===== src/rtl/muntjac_pkg.sv =====
// muntjac_pkg: shared front-end types for the fetch engine.
//   if_reason_e    - reason tag carried on instruction-cache fetch requests
//   fetch_state_e  - fetch engine FSM states
//   fetch_entry_t  - one buffered fetch result (pc, instr, compressed, exception)
//   is_compressed  - RVC length decode from the low two instruction bits
package muntjac_pkg;

  localparam int unsigned IF_XLEN = 64;

  typedef enum logic [2:0] {
    IF_PREFETCH     = 3'd0,
    IF_MISPREDICT   = 3'd1,
    IF_PROT_CHANGED = 3'd2,
    IF_SATP_CHANGED = 3'd3,
    IF_FENCE_I      = 3'd4
  } if_reason_e;

  typedef enum logic [1:0] {
    IDLE,
    FETCH,
    STALL,
    HALT
  } fetch_state_e;

  typedef struct packed {
    logic [IF_XLEN-1:0] pc;
    logic [31:0]        instr;
    logic               compressed;
    logic               exception;
  } fetch_entry_t;

  // Anything other than 2'b11 in the low bits is a 16-bit encoding.
  function automatic logic is_compressed(input logic [31:0] instr);
    return instr[1:0] != 2'b11;
  endfunction

endpackage


===== src/rtl/fetch_queue_fifo.sv =====
// fetch_queue_fifo: DEPTH-entry synchronous FIFO of fetch_entry_t.
// Ports:
//   clk, rstn      clock, async active-low reset (pointers/count only)
//   flush          drop all entries (wins over enq/deq)
//   enq, enq_data  push one entry
//   deq            pop the head entry
//   head           head entry, read straight from storage
//   count          occupancy, 0..DEPTH
// DEPTH must be a power of two so pointers wrap naturally.
module fetch_queue_fifo
  import muntjac_pkg::*;
#(
  parameter int unsigned DEPTH = 4,
  localparam int unsigned PTR_W = $clog2(DEPTH),
  localparam int unsigned CNT_W = $clog2(DEPTH + 1)
) (
  input  logic             clk,
  input  logic             rstn,
  input  logic             flush,
  input  logic             enq,
  input  fetch_entry_t     enq_data,
  input  logic             deq,
  output fetch_entry_t     head,
  output logic [CNT_W-1:0] count
);

  fetch_entry_t     mem [DEPTH];
  logic [PTR_W-1:0] wr_ptr, rd_ptr;

  always_ff @(posedge clk or negedge rstn) begin
    if (!rstn) begin
      wr_ptr <= '0;
      rd_ptr <= '0;
      count  <= '0;
    end else if (flush) begin
      wr_ptr <= '0;
      rd_ptr <= '0;
      count  <= '0;
    end else begin
      if (enq) wr_ptr <= wr_ptr + 1'b1;
      if (deq) rd_ptr <= rd_ptr + 1'b1;
      case ({enq, deq})
        2'b10:   count <= count + 1'b1;
        2'b01:   count <= count - 1'b1;
        default: count <= count;
      endcase
    end
  end

  // Payload storage carries no reset; validity is tracked by count.
  always_ff @(posedge clk) begin
    if (enq && !flush) mem[wr_ptr] <= enq_data;
  end

  assign head = mem[rd_ptr];

endmodule


===== src/rtl/instr_fetch_queue.sv =====
// instr_fetch_queue: front-end fetch engine. Owns the sequential fetch PC,
// keeps at most one request outstanding to the instruction cache, decodes
// 16/32-bit length of each returned instruction to advance the PC, and
// buffers results in a small queue drained by decode (valid/ready).
// Ports:
//   clk, rstn                     clock, async active-low reset
//   redirect_valid/pc/reason      back-end restart: flush + immediate refetch
//   icache_req_valid/pc/reason    fetch request (combinational)
//   icache_resp_valid/pc/instr/exception  cache response
//   deq_valid/ready/pc/instr/compressed/exception  decode-side queue head
// Build option: FETCH_QUEUE_BYPASS_EN presents a response arriving at an
// empty queue on deq_* in the same cycle (skipping storage if accepted).
// XLEN must equal muntjac_pkg::IF_XLEN (width of fetch_entry_t.pc).
module instr_fetch_queue
  import muntjac_pkg::*;
#(
  parameter int unsigned XLEN  = IF_XLEN,
  parameter int unsigned DEPTH = 4
) (
  input  logic            clk,
  input  logic            rstn,
  input  logic            redirect_valid,
  input  logic [XLEN-1:0] redirect_pc,
  input  if_reason_e      redirect_reason,
  output logic            icache_req_valid,
  output logic [XLEN-1:0] icache_req_pc,
  output if_reason_e      icache_req_reason,
  input  logic            icache_resp_valid,
  input  logic [XLEN-1:0] icache_resp_pc,
  input  logic [31:0]     icache_resp_instr,
  input  logic            icache_resp_exception,
  output logic            deq_valid,
  input  logic            deq_ready,
  output logic [XLEN-1:0] deq_pc,
  output logic [31:0]     deq_instr,
  output logic            deq_compressed,
  output logic            deq_exception
);

  localparam int unsigned CNT_W = $clog2(DEPTH + 1);

  fetch_state_e     state;
  logic [XLEN-1:0]  out_pc;      // outstanding PC (FETCH) or next PC (STALL)
  logic [XLEN-1:0]  redir_pc_al;
  logic [XLEN-1:0]  next_pc;
  logic [CNT_W-1:0] count;
  logic [CNT_W:0]   occ_next;
  fetch_entry_t     head, resp_entry, show;
  logic             resp_hit, resp_comp, bypass, room;
  logic             fifo_enq, fifo_deq;

  assign redir_pc_al = {redirect_pc[XLEN-1:1], 1'b0};

  // Only the response matching the outstanding PC counts; a same-cycle
  // redirect discards it.
  assign resp_hit  = icache_resp_valid && !redirect_valid && (state == FETCH) &&
                     (icache_resp_pc == out_pc);
  assign resp_comp = is_compressed(icache_resp_instr);
  assign next_pc   = out_pc + (resp_comp ? XLEN'(2) : XLEN'(4));

  always_comb begin
    resp_entry            = '0;
    resp_entry.pc         = out_pc;
    resp_entry.exception  = icache_resp_exception;
    if (!icache_resp_exception) begin
      resp_entry.instr      = icache_resp_instr;
      resp_entry.compressed = resp_comp;
    end
  end

`ifdef FETCH_QUEUE_BYPASS_EN
  assign bypass = resp_hit && (count == '0);
`else
  assign bypass = 1'b0;
`endif

  assign show      = bypass ? resp_entry : head;
  assign deq_valid = !redirect_valid && ((count != '0) || bypass);
  assign deq_pc         = show.pc;
  assign deq_instr      = show.instr;
  assign deq_compressed = show.compressed;
  assign deq_exception  = show.exception;

  // A bypassed entry consumed this cycle never touches storage.
  assign fifo_deq = deq_valid && deq_ready && (count != '0);
  assign fifo_enq = resp_hit && !(bypass && deq_ready);

  // Occupancy after this cycle's enq/deq decides whether the next request
  // still has a reserved slot for its response.
  assign occ_next = {1'b0, count} + (CNT_W+1)'(fifo_enq) - (CNT_W+1)'(fifo_deq);
  assign room     = occ_next < (CNT_W+1)'(DEPTH);

  fetch_queue_fifo #(.DEPTH(DEPTH)) u_fifo (
    .clk      (clk),
    .rstn     (rstn),
    .flush    (redirect_valid),
    .enq      (fifo_enq),
    .enq_data (resp_entry),
    .deq      (fifo_deq),
    .head     (head),
    .count    (count)
  );

  always_comb begin
    icache_req_valid  = 1'b0;
    icache_req_pc     = out_pc;
    icache_req_reason = IF_PREFETCH;
    if (redirect_valid) begin
      icache_req_valid  = 1'b1;
      icache_req_pc     = redir_pc_al;
      icache_req_reason = redirect_reason;
    end else begin
      case (state)
        FETCH: if (resp_hit && !icache_resp_exception && room) begin
          icache_req_valid = 1'b1;
          icache_req_pc    = next_pc;
        end
        STALL: if (count < CNT_W'(DEPTH)) icache_req_valid = 1'b1;
        default: ;
      endcase
    end
  end

  always_ff @(posedge clk or negedge rstn) begin
    if (!rstn) begin
      state <= IDLE;
    end else if (redirect_valid) begin
      state <= FETCH;
    end else begin
      case (state)
        FETCH: if (resp_hit) begin
          if (icache_resp_exception) state <= HALT;
          else if (!room)            state <= STALL;
        end
        STALL: if (count < CNT_W'(DEPTH)) state <= FETCH;
        default: state <= state;
      endcase
    end
  end

  // PC has no reset value; it is always written by a redirect before use.
  always_ff @(posedge clk) begin
    if (redirect_valid)
      out_pc <= redir_pc_al;
    else if (resp_hit && !icache_resp_exception)
      out_pc <= next_pc;
  end

  // Slot reservation guarantees a response always has room.
  always_ff @(posedge clk) begin
    if (rstn && fifo_enq) assert (count != CNT_W'(DEPTH));
  end

endmodule


===== config.mk =====
export PLATFORM = sky130hd
export DESIGN_NAME = instr_fetch_queue
export DESIGN_NICKNAME = d
export VERILOG_FILES = /design/src/rtl/muntjac_pkg.sv /design/src/rtl/fetch_queue_fifo.sv /design/src/rtl/instr_fetch_queue.sv
export SDC_FILE = /design/constraint.sdc
export NUM_CORES = 1
export LEC_CHECK = 0
export CORE_ASPECT_RATIO = 0.9
export CORE_MARGIN = 2
export CORE_UTILIZATION = 55
export CTS_BUF_LIST = sky130_fd_sc_hd__clkbuf_8 sky130_fd_sc_hd__clkbuf_16
export CTS_CLUSTER_DIAMETER = 200
export DETAILED_ROUTE_END_ITERATION = 12
export GPL_TIMING_DRIVEN = 0
export PLACE_DENSITY = 0.84
export SLEW_MARGIN = 10
export SYNTH_ARGS = -nofsm -noshare
export SYNTH_HDL_FRONTEND = slang
export SYNTH_HIERARCHICAL = 1
export SYNTH_SLANG_ARGS = --single-unit

===== constraint.sdc =====
create_clock -name clk -period 8.39 [get_ports clk]
set_input_delay 1.2585 -clock clk [delete_from_list [all_inputs] [get_ports clk]]
set_output_delay 1.2585 -clock clk [all_outputs]
set_load 0.005 [all_outputs]

Word level (Yosys, flattened, before mapping)
Memories as Yosys holds them, arrays and structs flattened.
Index checks and enable logic that the tools add are counted.
Widths: inputs -> output; s select.
- $add $sub $neg: 7
- $lt $le $gt $ge: 2
- equality and inequality tests: 9
- multiplexer cells: 26
- reduce and logical (&&, ||, !) cells: 18
- operator list (kind ; number):
    $mux 64 ; 5
    $add 64x3->64 ; 1
    $eq 64x64->1 ; 1
    $mux 33 ; 1
    $mux 2 ; 9
    $logic_and 1x1->1 ; 9
    $mux 3 ; 3
    $reduce_bool 3->1 ; 3
    $ne 3x3->1 const B ; 2
    $pmux 3 s2 ; 1
    $reduce_bool 2->1 ; 3
    $mux 1 ; 5
    $add 2x1->2 const B ; 2
    $add 3x1->4 ; 1
    $eq 2x1->1 const B ; 2
    $eq 2x2->1 const B ; 2
    $lt 4x3->1 const B ; 1
    $ne 4x4->1 const B ; 1
    $pmux 2 s2 ; 1
    $reduce_and 4->1 ; 1
    $sub 4x1->4 ; 1
    $add 3x1->3 const B ; 1
    $lt 3x3->1 const B ; 1
    $sub 3x1->3 const B ; 1
    3 further kinds ; 4
- register bits after elaboration: 73
- memory bits (writable): 392
- input bits: 169
- output and inout port bits: 167
- memories kept: 1
- memories (name ; depth ; bits a word ; rd ports ; clocked after memory_dff ; write ports ; line ; text):
    u_fifo.mem ; 4 ; 98 ; 1 ; 0 ; 1 ; fetch_queue_fifo.sv:27 ; fetch_entry_t mem [DEPTH];

Longest topological paths before layout
Gate-level depths: netlist of run 1.
- depth in word-level cells: 12
- gate-level depth with buffers: 20
- depth with buffers taken out: 18

Hierarchy
Netlist of run 1, hierarchy kept.
- modules (own cells, without submodules) (module ; instances ; cells an instance ; area an instance (um^2)):
    fetch_queue_fifo ; 1 ; 553 ; 14670.3
    instr_fetch_queue ; 1 ; 828 ; 7179.4

Worst setup path after synthesis of run 1
OpenSTA, ideal clock, no wires.
- path type: input -> register
- start: input port icache_resp_pc[25]
- end: register out_pc[10], enable pin
- library setup time: 0.571 ns
- arrival: 7.053 ns
- path slack: 0.766 ns
- stages on the path: 7
- path buffers: 0
- cells stage by stage: xnor2_1 -> nand4_1 -> or4_4 -> or2_2 -> nor3_1 -> inv_1 -> o21ai_0
- cells in the longest elaborated chain, start to end: 4
- RTL lines (what ; line ; text):
    from (decl) ; instr_fetch_queue.sv:29 ; input logic [XLEN-1:0] icache_resp_pc,
    $eq 64x64->1 ; instr_fetch_queue.sv:57 ; (icache_resp_pc == out_pc);
    $logic_and 1x1->1 ; instr_fetch_queue.sv:56 ; assign resp_hit = icache_resp_valid && !redirect_valid && (state == FETCH) &&
    named net fifo_enq ; instr_fetch_queue.sv:50 ; logic fifo_enq, fifo_deq;
    $logic_and 1x1->1 ; instr_fetch_queue.sv:145 ; else if (resp_hit && !icache_resp_exception)
    $reduce_bool 2->1 (no source line) ; n/a ;
    to (signal assigned) ; instr_fetch_queue.sv:144 ; out_pc <= redir_pc_al;
    to (signal assigned) ; instr_fetch_queue.sv:146 ; out_pc <= next_pc;
    to (decl) ; instr_fetch_queue.sv:43 ; logic [XLEN-1:0] out_pc;
The timed path passes the listed nets, and every way through them passes these cells.
A chain may end at the register's enable or synchronous reset.

Worst setup path in the final report of run 1
- start: input port icache_resp_pc[42]
- end: output port icache_req_pc[56]
- cells in the longest elaborated chain, start to end: 9
- RTL lines (what ; line ; text):
    $eq 64x64->1 * ; instr_fetch_queue.sv:57 ;
    $logic_and 1x1->1 * ; instr_fetch_queue.sv:56 ;
    named net fifo_enq ; instr_fetch_queue.sv:50 ;
    $add 3x1->4 ; instr_fetch_queue.sv:90 ; assign occ_next = {1'b0, count} + (CNT_W+1)'(fifo_enq) - (CNT_W+1)'(fifo_deq);
    $sub 4x1->4 ; instr_fetch_queue.sv:90 ;
    $lt 4x3->1 ; instr_fetch_queue.sv:91 ; assign room = occ_next < (CNT_W+1)'(DEPTH);
    $logic_and 1x1->1 * ; instr_fetch_queue.sv:114 ; FETCH: if (resp_hit && !icache_resp_exception && room) begin
    $mux 64 * ; instr_fetch_queue.sv:114 ;
    $mux 64 * ; instr_fetch_queue.sv:113 ; case (state)
    $mux 64 * ; instr_fetch_queue.sv:108 ; if (redirect_valid) begin
    to (decl) ; instr_fetch_queue.sv:26 ; output logic [XLEN-1:0] icache_req_pc,
Mark *: on every way through the listed nets, which the timed path passes. The rest lies on a longest branch.

==> results of run 1 <==
## metrics by stage
| stage | power (mW) | util |
|---|---|---|
| 2_1_floorplan | 2.85 | - |
| 3_3_place_gp | 3.09 | 0.657 |
| 3_5_place_dp | 3.10 | 0.664 |
| 4_1_cts | 5.21 | 0.705 |
| 5_1_grt | 5.32 | 0.705 |
| 6_report | 5.20 | 0.705 |
## cell type report
type,count,area [um2],area share
sequential,464,13900,0.500
multi-input combinational,800,7300,0.263
timing repair buffer,344,3600,0.130
clock buffer,49,1230,0.0442
tap,532,666,0.0240
buffer,97,651,0.0234
clock inverter,38,344,0.0124
inverter,24,90.1,0.00324
antenna,4,10.0,0.000360
## where the power goes
part / switching (mW) / total (mW) / internal (mW)
logic: 0.226 / 0.445 / 0.219
clock network: 0.906 / 2.13 / 1.22
registers: 0.0462 / 2.63 / 2.58
## synth_stat cells (7+ instances only)
library cell	instances
edfxtp_1	455
xnor2_1	117
mux4_2	98
nor2_1	48
mux2_2	45
nand4_1	45
nor2b_1	43
xor2_1	43
nand2_1	40
nand3_1	40
clkbuf_1	37
buf_2	33
a21boi_0	30
inv_1	24
nor3_1	24
a21oi_1	22
nand2b_1	22
and3_1	17
nor4_1	16
o21ai_0	13
and2_1	12
ha_1	11
nand3b_1	11
buf_12	10
dfrtp_1	9
a211oi_1	7
a21boi_1	7
and4_1	7
mux2i_1	7
## sequential cells by signal (all words and copies together), names as in the netlist
register,cells
u_fifo/rd_ptr,2
u_fifo/wr_ptr,2
u_fifo/count,3
u_fifo/mem,392
out_pc,63
state,2
## routing by layer
| layer | track usage | vias to the layer above |
|---|---|---|
| met5 | 0 | - |
| met3 | 0.0574 | 169 |
| met2 | 0.542 | 1006 |
| li1 | - | 6146 |
| met1 | 0.447 | 7556 |
| met4 | 0.143 | 2 |
## logic make-up after synthesis
group,after synthesis
other,1
multiplexers,150
adder cells (fa/ha/maj),13
AO/OA/AOI/OAI,113
flip-flops,464
XOR/XNOR,163
buffers and inverters,121
AND/OR/NAND/NOR,356
## worst max path at each step
stage | start | slack, ns | cells past startpoint | to
5_1_grt | icache_resp_pc[12] | -0.02 | 20 | icache_req_pc[56]
2_1_floorplan | icache_resp_pc[25] | 0.77 | 7 | out_pc[10]
3_3_place_gp | icache_resp_pc[2] | -3.50 | 8 | out_pc[23]
3_5_place_dp | redirect_valid | -0.18 | 17 | icache_req_pc[48]
6_report | icache_resp_pc[42] | 0.22 | 20 | icache_req_pc[56]
4_1_cts | icache_resp_pc[47] | 0.01 | 20 | icache_req_pc[56]
## repair_timing
action                                  4_1_cts  5_1_grt
pin swaps                                     0        1
endpoints found under the setup margin        2       25
resized for setup                             4        8
==> run_results.csv, run 1 <==
group,metric,value,unit
cells_and_area,syn2layout_area_growth,27.1,%
detailed_routing,wl_met3,6.38,mm
logic_synthesis,synth_fa_ha_area_frac,0.00813,
die,die_w,214,um
clock_network,insertion_delay,0.60,ns
timing,skew,0.0227,ns
pwr,leakage,8.79,nW
placement,hpwl,49.1,mm
cells_and_area,finalNetCount,1961,
setup_path,crit_fanout,10,
setup_path,slowest_stage,"or4_4",
setup_path,crit_type,"in -> out",
die,dieArea,41300,um2
timing,setup_viol,0,
setup_path,max_stage_delay,0.60,ns
timing,worst_slew_pin_slew,1.27,ns
cells_and_area,final_cells,2352,
detailed_routing,drt-pass1-iter-count,6,
placement,io_buffers,333,
hold_path,hold_path_class,"reg -> reg",
timing,post-route-period-util,0.974,
clock_network,cts.sinks,464,
global_route,grt_use_total,0.332,
global_route,antenna_found_initial,3,
logic_synthesis,synth_compound_area_frac,0.0360,
clock_network,cts-buffers-inserted,48,
detailed_routing,drt_wl_total,68.7,mm
global_route,grt_max_degree,49,
detailed_routing,route.top_layer_used,"met5",
logic_synthesis,yosysWarnings,6,
timing,timing.final.ws_setup,0.218,ns
global_route,grt_pass1_wl,98.6,mm
logic_synthesis,ys.flop_type,"edfxtp_1",
timing,fin_hold_ws,0.525,ns
setup_path,start_kind,"primary input",
logic_synthesis,async_reset_ff_frac,0.0194,
setup_path,critPathTopFamily,"simple AND/OR/NAND/NOR gates",
hold_path,hold_depth,0,
logic_synthesis,synth_top_cell_by_area,"edfxtp_1",
setup_path,cp.arrival,6.91,ns
outcome,status,"completed",
logic_synthesis,avgSynthCellArea,15.8,um2
placement,placed_cells,2261,
setup_path,worst_setup_path_end_kind,"output port",
cells_and_area,final_common_cell,"edfxtp_1",
logic_synthesis,synthSimpleGateAreaFrac,0.0926,
detailed_routing,met2_length,33.1,mm
setup_path,rr_endpoint,"state[1]",
global_route,grt_pass1_vias,14800,
logic_synthesis,synth_top_family_by_area,"multiplexers",
setup_path,r2r_cells,16,
timing,slew_viol_final,0,
setup_path,worstReg2RegStart,"out_pc[49]",
placement,place_congestion,0.958,
clock_network,h-tree-depth,2,
setup_path,path_buf_inv,6,
cells_and_area,final_cell_area,27800,um2
setup_path,r2r_slack,3.75,ns
detailed_routing,routedWlPerCell,29.2,um
detailed_routing,drtAntennaViolNets,0,
detailed_routing,drt_iter0_drc,1786,
clock_network,hold_buffers,0,
logic_synthesis,yosysSeqAreaShare,0.636,
timing,finalSetupTns,0,ns
clock_network,cts.reportedPaths.clkPinSlew,0.06,ns
job,maxCapViolCount,0,
logic_synthesis,muxShareOfSynthArea,0.127,
clock_network,cts_tree,"built",
detailed_routing,drc,0,
logic_synthesis,netlist_instances,1381,
logic_synthesis,syn_area,21800,um2
logic_synthesis,synth_edf_count,455,
placement,placed_cell_area,26200,um2
detailed_routing,vias,14900,
logic_synthesis,synth-seq-cells,464,
timing,hold_viol_final,0,
placement,pre_cts_slack,-0.179,ns
logic_synthesis,synth_top_area_share,0.625,
logic_synthesis,synth_xor_xnor_area_share,0.0664,
cells_and_area,layout_common_cells,"455 x edfxtp_1, 333 x clkdlybuf4s50_1, 115 x xnor2_1",
timing,clock.fmax,0.122,GHz
die,rows,69,
die,ios,336,
clock_network,postCtsSetupBuffers,0,
logic_synthesis,synth.distinct_cells,62,
cells_and_area,fill_cells,2592,
pwr,power_per_cell_area,187,nW/um2
timing,max_slew_margin,0.146,
cells_and_area,drive_gt1_frac,0.172,
die,die_height,193,um
logic_synthesis,ys_top_cells_by_area,"edfxtp_1 63%, mux4_2 10%, xnor2_1 4.7%",
clock_network,clk_path_buf_depth,3,
die,core_area,39400,um2
detailed_routing,avgViaCountPerCell,6.33,
detailed_routing,wl_met1,26.3,mm
hold_path,min_from,"out_pc[27]",
timing,period_minus_slack,8.17,ns
hold_path,whs_endpoint,"u_fifo/mem[1][61]",
setup_path,worstPathRequired,7.13,ns
setup_path,cp_cell_sequence,"clkdlybuf4s50_1 > xnor2_1 > nand4_1 > or4_4 > or2_2 > nor3_1 > inv_1 > ha_1 > inv_1 > ha_1 > and3b_1 > nor4_1 > o21ai_2 > nor3_2 > buf_2 > clkbuf_4 > nand3b_1 > xor2_1 > a21boi_1 > clkdlybuf4s50_1",
clock_network,cts_root_buffer,"clkbuf_16",
global_route,grt_overflow,0,
die,start_util,0.555,
pwr,max-vdd-ir-drop,0.157,mV
Note: power is estimated with default switching activity, not from simulation.
==> run 2: changes to the inputs <==
--- a/config.mk
+++ b/config.mk
@@ -5,6 +5,7 @@
 export SDC_FILE = /design/constraint.sdc
 export NUM_CORES = 1
 export LEC_CHECK = 0
+export ABC_CLOCK_PERIOD_IN_PS = 8390
 export CORE_ASPECT_RATIO = 0.9
 export CORE_MARGIN = 2
 export CORE_UTILIZATION = 55
==> results of run 2 <==
Same layout as run 1: the final DEF is identical, and so are final timing and power.
==> run 3: changes to the inputs <==
--- a/config.mk
+++ b/config.mk
@@ -6,6 +6,7 @@
 export NUM_CORES = 1
 export LEC_CHECK = 0
 export ABC_CLOCK_PERIOD_IN_PS = 8390
+export CAP_MARGIN = 10
 export CORE_ASPECT_RATIO = 0.9
 export CORE_MARGIN = 2
 export CORE_UTILIZATION = 55
@@ -14,6 +15,8 @@
 export DETAILED_ROUTE_END_ITERATION = 12
 export GPL_TIMING_DRIVEN = 0
 export PLACE_DENSITY = 0.84
+export REMOVE_ABC_BUFFERS = 1
+export SETUP_SLACK_MARGIN = 0.2
 export SLEW_MARGIN = 10
 export SYNTH_ARGS = -nofsm -noshare
 export SYNTH_HDL_FRONTEND = slang
==> run 3 against run 2 <==
- global-route usage shrank 4.5 points
- fmax increased by 3.8%
- routed wire length is 13% lower
- clock power decreased by 7%
- largest cell class unchanged
- setup slack better by 0.30 ns
- power decreased by 3.4%
- register-to-register slack gained 0.07 ns
- non-clock buffer count fell by 76
==> run_results.csv, run 3 (same netlist as run 1, synthesis figures left out) <==
group,metric,value,unit
global_route,grt_use_total,0.287,
pwr,leakage,8.56,nW
clock_network,hold_buffers,0,
cells_and_area,final_common_cell,"edfxtp_1",
pwr,max-vdd-ir-drop,0.141,mV
die,die_height,193,um
clock_network,insertion_delay,0.59,ns
clock_network,clk_path_buf_depth,3,
setup_path,worst_setup_path_end_kind,"output port",
cells_and_area,reg_top3,"u_fifo/mem (392), out_pc (63), u_fifo/count (3)",
hold_path,hold_path_class,"reg -> reg",
setup_path,max_stage_delay,0.60,ns
die,rows,69,
detailed_routing,routedWlPerCell,26.2,um
global_route,antenna_found_initial,18,
global_route,grt_pass1_vias,13700,
setup_path,cp.arrival,6.61,ns
timing,rsz0062_at_grt,"no",
cells_and_area,largest_reg_flops,392,
setup_path,crit_fanout,12,
cells_and_area,drive_gt1_frac,0.158,
timing,skew,0.0165,ns
setup_path,r2r_slack,3.82,ns
detailed_routing,drtAntennaViolNets,0,
cells_and_area,layout_common_cells,"455 x edfxtp_1, 331 x clkdlybuf4s50_1, 114 x xnor2_1",
timing,max_slew_margin,0.268,
die,start_util,0.555,
die,core_area,39400,um2
detailed_routing,drt-pass1-iter-count,5,
cells_and_area,syn2layout_area_growth,25.4,%
clock_network,cts.reportedPaths.clkPinSlew,0.05,ns
timing,period_minus_slack,7.87,ns
clock_network,cts-buffers-inserted,47,
detailed_routing,drt_iter0_drc,1419,
setup_path,cp_cell_sequence,"clkdlybuf4s50_1 > xnor2_1 > nand4_1 > or4_4 > or2_2 > nor3_4 > inv_1 > ha_1 > inv_1 > ha_1 > and3b_1 > nor4_1 > o21ai_2 > nor3_4 > buf_4 > buf_6 > nand3b_1 > xor2_1 > a21boi_0 > clkdlybuf4s50_1",
die,ios,336,
global_route,grt_overflow,0,
cells_and_area,fill_cells,2586,
global_route,grt_pass1_wl,87.1,mm
placement,hpwl,40.9,mm
global_route,grt_max_degree,71,
cells_and_area,final_core_util,0.696,
placement,place_congestion,0.853,
clock_network,cts.sinks,464,
clock_network,h-tree-depth,2,
job,maxCapViolCount,0,
cells_and_area,finalNetCount,1884,
timing,post-route-period-util,0.938,
clock_network,cts_tree,"built",
outcome,status,"completed",
setup_path,critPathTopFamily,"simple AND/OR/NAND/NOR gates",
setup_path,path_buf_inv,6,
setup_path,slowest_stage,"or4_4",
timing,hold_viol_final,0,
timing,finalSetupTns,0,ns
die,dieArea,41300,um2
setup_path,worstPathRequired,7.13,ns
die,die_w,214,um
timing,clock.fmax,0.127,GHz
clock_network,cts_root_buffer,"clkbuf_16",
pwr,power_per_cell_area,183,nW/um2
timing,slew_viol_final,0,
setup_path,start_kind,"primary input",
detailed_routing,drt_wl_total,59.8,mm
placement,io_buffers,333,
detailed_routing,avgViaCountPerCell,6.12,
timing,setup_viol,0,
detailed_routing,vias,14000,
detailed_routing,drc,0,
setup_path,crit_type,"in -> out",
cells_and_area,largest_register,"u_fifo/mem",
timing,worst_slew_pin_slew,1.09,ns
-- run 3: report_power, final --
| group | switching, mW | leakage (nW) | internal (mW) |
|---|---|---|---|
| logic | 0.172 | 3.72 | 0.210 |
| clock network | 0.874 | 0.745 | 1.11 |
| registers | 0.0711 | 4.10 | 2.58 |
-- run 3: metal layers --
metal	vias to the layer above	share of wire	GRT usage
li1	6013	-	-
met1	7036	0.40	0.383
met2	794	0.48	0.471
met3	118	0.089	0.0635
met4	14	0.031	0.104
met5	-	0.0015	0
-- run 3: area by class of cell --
type / instances / area, um2 / area share
flip-flops and latches: 464 / 13900 / 0.507
multi-input cells: 800 / 7320 / 0.267
repair buffers: 365 / 3930 / 0.143
clock buffers: 50 / 1220 / 0.0444
well taps: 532 / 666 / 0.0243
clock inverters: 36 / 240 / 0.00877
inverters: 24 / 95.1 / 0.00347
diodes: 13 / 32.5 / 0.00119
-- run 3: worst register-to-register path, cell delays in order (launching register included) --
cell	delay, ns
edfxtp_1	0.55
xnor2_1	0.44
nand4_1	0.16
or4_4	0.60
or2_2	0.34
nor3_4	0.29
inv_1	0.14
ha_1	0.20
inv_1	0.06
ha_1	0.22
and3b_1	0.18
o211a_1	0.22
o21ai_2	0.49
o211ai_1	0.16
o21ai_0	0.26
o21ai_0	0.11
-- run 3: path summary, 6_finish.rpt --
| path | to | from | cells after the start |
|---|---|---|---|
| max | icache_req_pc[24] | icache_resp_pc[42] | 20 |
| min | state[0] | state[0] | 1 |
| max reg2reg | state[1] | out_pc[42] | 15 |
| min reg2reg | state[0] | state[0] | 1 |
| max in group asynchronous | u_fifo/rd_ptr[1] | rstn | 1 |
| min in group asynchronous | u_fifo/wr_ptr[1] | rstn | 1 |
-- run 3: per-stage QoR --
step / hold WS [ns] / std cells / area, um2 / power, mW / setup WS [ns]
after detailed placement: 0.538 / 2178 / 25800 / 3.07 / -0.810
after global placement: 0.521 / 2153 / 25200 / 3.06 / -8.32
final: 0.550 / 2284 / 27400 / 5.02 / 0.519
after floorplan: 0.510 / 1288 / 21200 / 2.83 / -0.0526
after CTS: 0.549 / 2268 / 27300 / 5.04 / 0.208
after global routing: 0.581 / 2279 / 27400 / 5.15 / 0.285
-- run 3: timing repair --
action	in CTS	in global routing
setup buffers	4	2
endpoints found under the setup margin	63	47
resized for setup	3	4
pin swaps	2	1
